[src/rtl/pipeline_hazard_controller.sv]
// pipeline_hazard_controller
//   Sequencing controller for the ID/EX pipeline register and its neighbours.
//   Drives the global cpu_en, the ID/EX bubble request and the PC / IF/ID
//   hold and flush controls. It also provides a post-reset hold and a debug
//   halt/single-step mode.
//   Optional build macro: HAZARD_PERF_COUNTERS_EN adds three wrapping
//   performance counters (enabled cycles, load-use stalls, branch flushes).

module pipeline_hazard_controller #(
    parameter int RESET_HOLD_CYCLES = 4,
    parameter int CNT_WIDTH         = 32
) (
    input  logic       clk,
    input  logic       rst,
    input  logic       run_mode,
    input  logic       step_req,
    input  logic [4:0] id_rs_addr,
    input  logic [4:0] id_rt_addr,
    input  logic       id_uses_rs,
    input  logic       id_uses_rt,
    input  logic [4:0] ex_registerWriteAddress,
    input  logic       ex_ifWriteRegsFile,
    input  logic       ex_memOutOrAluOutWriteBackToRegFile,
    input  logic       ex_shouldJumpOrBranch,
    output logic       cpu_en,
    output logic       id_shouldStall,
    output logic       pc_hold,
    output logic       if_id_hold,
    output logic       if_id_flush,
    output logic [1:0] ctrl_state
`ifdef HAZARD_PERF_COUNTERS_EN
    ,
    output logic [CNT_WIDTH-1:0] perf_cycles,
    output logic [CNT_WIDTH-1:0] perf_load_stalls,
    output logic [CNT_WIDTH-1:0] perf_branch_flushes
`endif
);

    typedef enum logic [1:0] {
        HOLD = 2'd0,
        RUN  = 2'd1,
        HALT = 2'd2,
        STEP = 2'd3
    } stateT;

    localparam int HOLD_W = (RESET_HOLD_CYCLES > 1) ? $clog2(RESET_HOLD_CYCLES) : 1;
    localparam logic [HOLD_W-1:0] HOLD_LAST = HOLD_W'(RESET_HOLD_CYCLES - 1);

    stateT             state;
    logic [HOLD_W-1:0] holdCnt;
    logic              stepReqPrev;
    logic              stepEdge;
    logic              loadUse;

    // Only a fresh 0->1 transition of step_req requests a step, so a held
    // level yields a single step.
    assign stepEdge   = step_req && !stepReqPrev;
    assign ctrl_state = state;

    // Sequencing FSM: post-reset hold, free run, debug halt and single step.
    // cpu_en is registered together with the state it belongs to.
    always_ff @(posedge clk or negedge rst) begin
        if (!rst) begin
            state       <= HOLD;
            holdCnt     <= '0;
            stepReqPrev <= 1'b0;
            cpu_en      <= 1'b0;
        end else begin
            // NOTE: state is updated with <= so every flop samples pre-edge values.
            stepReqPrev <= step_req;
            unique case (state)
                HOLD: begin
                    if (holdCnt == HOLD_LAST) begin
                        holdCnt <= '0;
                        if (run_mode) begin
                            state  <= RUN;
                            cpu_en <= 1'b1;
                        end else begin
                            state  <= HALT;
                            cpu_en <= 1'b0;
                        end
                    end else begin
                        holdCnt <= holdCnt + 1'b1;
                    end
                end
                RUN: begin
                    if (!run_mode) begin
                        state  <= HALT;
                        cpu_en <= 1'b0;
                    end
                end
                HALT: begin
                    // Leaving debug mode takes priority over a step request.
                    if (run_mode) begin
                        state  <= RUN;
                        cpu_en <= 1'b1;
                    end else if (stepEdge) begin
                        state  <= STEP;
                        cpu_en <= 1'b1;
                    end
                end
                STEP: begin
                    if (run_mode) begin
                        state  <= RUN;
                        cpu_en <= 1'b1;
                    end else begin
                        state  <= HALT;
                        cpu_en <= 1'b0;
                    end
                end
            endcase
        end
    end

    // Load-use hazard: a load in EX writes a non-zero register that the
    // instruction in ID reads. One bubble is enough because the bubble itself
    // moves the load out of EX.
    assign loadUse = ex_memOutOrAluOutWriteBackToRegFile && ex_ifWriteRegsFile &&
                     (ex_registerWriteAddress != 5'd0) &&
                     ((id_uses_rs && (id_rs_addr == ex_registerWriteAddress)) ||
                      (id_uses_rt && (id_rt_addr == ex_registerWriteAddress)));

    // Hazard response, gated by cpu_en; a taken branch overrides a load-use
    // hold so the PC can load the branch target.
    always_comb begin
        // NOTE: defaults first so no path leaves an output unassigned (no latch).
        id_shouldStall = 1'b0;
        pc_hold        = 1'b0;
        if_id_hold     = 1'b0;
        if_id_flush    = 1'b0;
        if (cpu_en) begin
            if (ex_shouldJumpOrBranch) begin
                id_shouldStall = 1'b1;
                if_id_flush    = 1'b1;
            end else if (loadUse) begin
                id_shouldStall = 1'b1;
                pc_hold        = 1'b1;
                if_id_hold     = 1'b1;
            end
        end
    end

`ifdef HAZARD_PERF_COUNTERS_EN
    // Performance counters; all wrap naturally at 2^CNT_WIDTH.
    always_ff @(posedge clk or negedge rst) begin
        if (!rst) begin
            perf_cycles         <= '0;
            perf_load_stalls    <= '0;
            perf_branch_flushes <= '0;
        end else begin
            if (cpu_en)      perf_cycles         <= perf_cycles + 1'b1;
            if (pc_hold)     perf_load_stalls    <= perf_load_stalls + 1'b1;
            if (if_id_flush) perf_branch_flushes <= perf_branch_flushes + 1'b1;
        end
    end
`else
    // Counters are absent in this build; CNT_WIDTH is intentionally unused.
    logic unusedCntWidth;
    assign unusedCntWidth = (CNT_WIDTH > 0);
`endif

endmodule

[config.mk]
export PLATFORM = sky130hd
export DESIGN_NAME = pipeline_hazard_controller
export DESIGN_NICKNAME = d
export VERILOG_FILES = /design/src/rtl/pipeline_hazard_controller.sv
export SDC_FILE = /design/constraint.sdc
export NUM_CORES = 1
export LEC_CHECK = 0
export CAP_MARGIN = 30
export CORE_MARGIN = 4
export CORE_UTILIZATION = 33
export DETAILED_ROUTE_END_ITERATION = 8
export GPL_TIMING_DRIVEN = 0
export PLACE_DENSITY_LB_ADDON = 0.25
export SETUP_SLACK_MARGIN = 0.02
export SYNTH_ARGS = -nofsm -noshare
export SYNTH_HDL_FRONTEND = slang
export SYNTH_SLANG_ARGS = --single-unit
[constraint.sdc]
create_clock -name clk -period 1.8 [get_ports clk]
set_input_delay 0.18 -clock clk [delete_from_list [all_inputs] [get_ports clk]]
set_output_delay 0.18 -clock clk [all_outputs]
set_load 0.02 [all_outputs]
After elaboration in Yosys (flattened, before gate mapping)
Cells that the tools add are included. Widths: inputs -> output; s select.

Flip-flop bits (word level): 6. Bits of input ports: 24. Output and inout bits: 7. Logic and storage cells: 45.

Add/subtract/negate cells: 1. Eq/ne operators: 9. Multiplexer cells: 20. Reductions and logical operators: 11.

Operators with widths (count): $mux 1 (12); $mux 2 (6); $eq 5x5->1 (2); $pmux 2 s4 (1); $eq 2x2->1 const B (3); $logic_and 1x1->1 (6); $reduce_bool 5->1 (1); $ne 2x2->1 const B (2); $pmux 1 s4 (1); $ne 3x3->1 const B (1); $reduce_and 3->1 (1); $add 2x1->2 const B (1); $eq 2x1->1 const B (1); $logic_not 2->1 (1); $logic_not 1->1 (1); $logic_or 1x1->1 (1).

Longest topological paths before layout
Depth in word-level cells: 7. Gate-level depth with buffers: 6. Depth with buffers taken out: 6.

Worst setup path before layout
OpenSTA, ideal clock, no wires.

Path type: input to output. Start: input ex_registerWriteAddress[3]. End: output pc_hold. Arrival time: 1.535 ns. Data required time: 1.620 ns. Slack: 0.085 ns. Stages: 5. Path buffers: 1. Cells stage by stage: xor2_1 -> nor4_1 -> a32oi_1 -> nor3_1 -> buf_4.

Cells in the longest elaborated chain, start to end: 7. Elaborated cells on any way between the ends: 11. Classes of those cells: eq/ne (2); mux (3); reduce/logical (6).

Ends and longest elaborated chain: from (decl) (RTL line 21) `input logic [4:0] ex_registerWriteAddress,`; $eq 5x5->1, on equally long branches (RTL line 120, 121); $logic_and 1x1->1, on equally long branches (RTL line 120, 121); $logic_or 1x1->1 (RTL line 120) `((id_uses_rs && (id_rs_addr == ex_registerWriteAddress)) ||`; $logic_and 1x1->1 * (RTL line 119) `(ex_registerWriteAddress != 5'd0) &&`; $mux 1 * (3 in series); to (decl) (RTL line 27) `output logic pc_hold,`.

Mark *: on every way between the ends. The rest lies on a longest branch, timed or not.

Final worst setup path
Start: input ex_registerWriteAddress[1]. End: output pc_hold.

Cells in the longest elaborated chain, start to end: 7. Elaborated cells on any way between the ends: 11. Classes of those cells: eq/ne (2); mux (3); reduce/logical (6).

Ends and longest elaborated chain: $eq 5x5->1, on equally long branches (RTL line 120, 121); $logic_and 1x1->1, on equally long branches (RTL line 120, 121); $logic_or 1x1->1 (RTL line 120); $logic_and 1x1->1 * (RTL line 119); $mux 1 * (RTL line 135) `end else if (loadUse) begin`; $mux 1 * (RTL line 132) `if (ex_shouldJumpOrBranch) begin`; $mux 1 * (RTL line 131) `if (cpu_en) begin`.

Marks and branches as above.

==> summary.txt <==
RD Place Congestion: 0.780
CTS Buf Count: 3
CP endpoint kind: output port
Worst Path Required: 1620 ps
Synth area leaders: dfrtp_1 28%, xor2_1 16%, ha_1 11%, mux2_2 5.0%, mux2i_1 4.5%
Starting Density: 34.9%
Max_cap viols: 0
Routed WL: 1180 um
Die ar.: 2010 um^2
Core area: 1280 um^2
Antenna diode count: 0
Routed wire per std cell: 12.3 um
Post-synthesis sequential element count: 5
Top cells by count, synth: 8 x xor2_1, 5 x dfrtp_1, 5 x inv_1
Async SR Flop Fraction: 100%
Top FF cell, synth: dfrtp_1
First drt pass iteration count: 2
Share of layout cells above drive strength 1: 17.3%
Final Hold Fails: 0
Setup Skew: 4.47 ps
Syn Std Cell Area: 448 um^2
Area leader, netlist: dfrtp_1
Crit path kind: input pin to output port
First-pass GRT wire length: 1930 um
Final setup fails: 0
Tot GR Track Use: 13.2%
Final-layout fill cell count: 118
Dpl hpwl: 972 um
Worst slew pin tran: 271 ps
Hold Path Class: input pin to async pin
Row count: 13
DR iter-0 viols: 5
Synth top area share: 27.9%
P_leak: 0.397 nW
Netlist cell types: 20
Number of global-route vias before repair: 468
Antenna violations before repair: 0
Final worst setup slack: 80.2 ps
H-tree depth: 1
EDFF count, synth: 0
Most common cell in the synthesized netlist: xor2_1
Pre-CTS setup slack: -644 ps
Area grow syn2layout: 79.6%
Worst IR Drop VDD: 0.575 mV
Worst Path Max Fanout: 3
Status: completed
Maximum clock frequency: 0.581 GHz
Max Buffers Root-to-Sink: 2
Synthesized Nets: 74
Via-per-instance ratio: 4.70
Clk_lat worst skew: 240 ps
Die height: 44.8 um
Largest net degree at the start of global routing: 7
Grt total ovfl: 0
Slew Viols, Final: 0
Minimum clock period: 1720 ps
Vias post-DR: 451
Worst setup SP type: input pin
DRC viols: 0
CP Data Arrival Time: 1540 ps
IO Pins: 31
Post-Synthesis Cells: 46
Die W: 44.8 um
PwrDens: 1090 nW/um^2
Syn avg cell area: 9.74 um^2
Final Cycle Share: 95.5%
# port buffers: 30
Ys Warns: 0
Sequential area share after synthesis: 27.9%
RSZ-0062 raised after global routing: false
Number of hold buffers added after CTS: 0
Final ANT Viol Nets: 0
Rel. slew slack: 82.0%
Post-layout net count: 110
Root buffer cell: clkbuf_4
CTS tree: yes
Clock transition at path regs: 50 ps
Total power: 0.873 mW
Num Clock Sinks: 5
## report_power, final
group	leakage [nW]	switching, mW	internal [mW]	total, mW
Combinational	0.323	0.251	0.285	0.536
Clock	0.0150	0.0466	0.0839	0.130
Sequential	0.0593	0.0426	0.165	0.207
## worst max-delay path, cell delays in order
cell	delay, ps
dlygate4sd2_1	270
or4_4	540
o2111ai_2	220
nor3_2	60
buf_4	140
buf_6	120
## what timing repair did
item	CTS	global route
resized for setup	23	7
gates cloned	0	0
pin swaps	3	5
buffers inserted	1	0
setup endpoints to repair	3	3
## kinds of logic after synthesis
kind of cell / Yosys count / synth area share [%]
XOR/XNOR: 10 / 19.6
flip-flops: 5 / 27.9
multiplexers: 4 / 9.50
AND/OR/NAND/NOR: 8 / 11.7
AO/OA/AOI/OAI: 8 / 12.6
buffers and inverters: 7 / 7.54
adder cells (fa/ha/maj): 4 / 11.2
## per-layer routing
metal  routed length (um)  GRT usage (%)  vias to the layer above
met2                  579           20.9                       23
met4                   26           8.19                        0
li1                     -              -                      230
met1                  440           15.9                      194
met5                    0              0                        -
met3                  136           3.19                        4
## cell type report
cell class,instances,area [um^2],area share [%]
buffer,2,15.0,1.87
clock buffer,4,26.3,3.27
inverter,5,18.8,2.33
multi-input combinational,34,294,36.5
sequential,5,125,15.6
tap,15,18.8,2.33
timing repair buffer,31,307,38.1
## placed cells by master (no fill, tap or decap), drive strengths merged, types with 3 or more instances in the layout
cell	count
clkdlybuf4s50	15
xor2	8
dlygate4sd2	6
buf	6
inv	5
dfrtp	5
dlymetal6s2s	5
ha	4
clkbuf	4
a21oi	3
## flip-flops by register name, indices dropped and copies added, names as in the netlist
name	count
stepReqPrev	1
ctrl_state	2
holdCnt	2
## path summary, 6_finish.rpt
kind,from,end,slack [ps],cells past startpoint
setup / recovery,ex_registerWriteAddress[1],pc_hold,80,6
hold / removal,rst,ctrl_state[1],150,1
setup reg to reg,ctrl_state[0],ctrl_state[0],310,6
hold reg to reg,holdCnt[1],holdCnt[1],520,1
max in group asynchronous,rst,holdCnt[1],1460,1
min in group clk,step_req,stepReqPrev,410,1
## metrics by stage
step | hold WS, ps | std cells | area, um^2 | setup TNS, ps | utilization (%)
floorplan | -116 | 46 | 448 | 0 | -
global placement | 409 | 91 | 767 | -1660 | 59.7
detailed placement | 413 | 91 | 767 | -1630 | 59.7
CTS | 151 | 96 | 788 | 0 | 61.3
global route | 150 | 96 | 805 | 0 | 62.6
finish | 152 | 96 | 805 | 0 | 62.6
(Power assumes the default switching activity.)
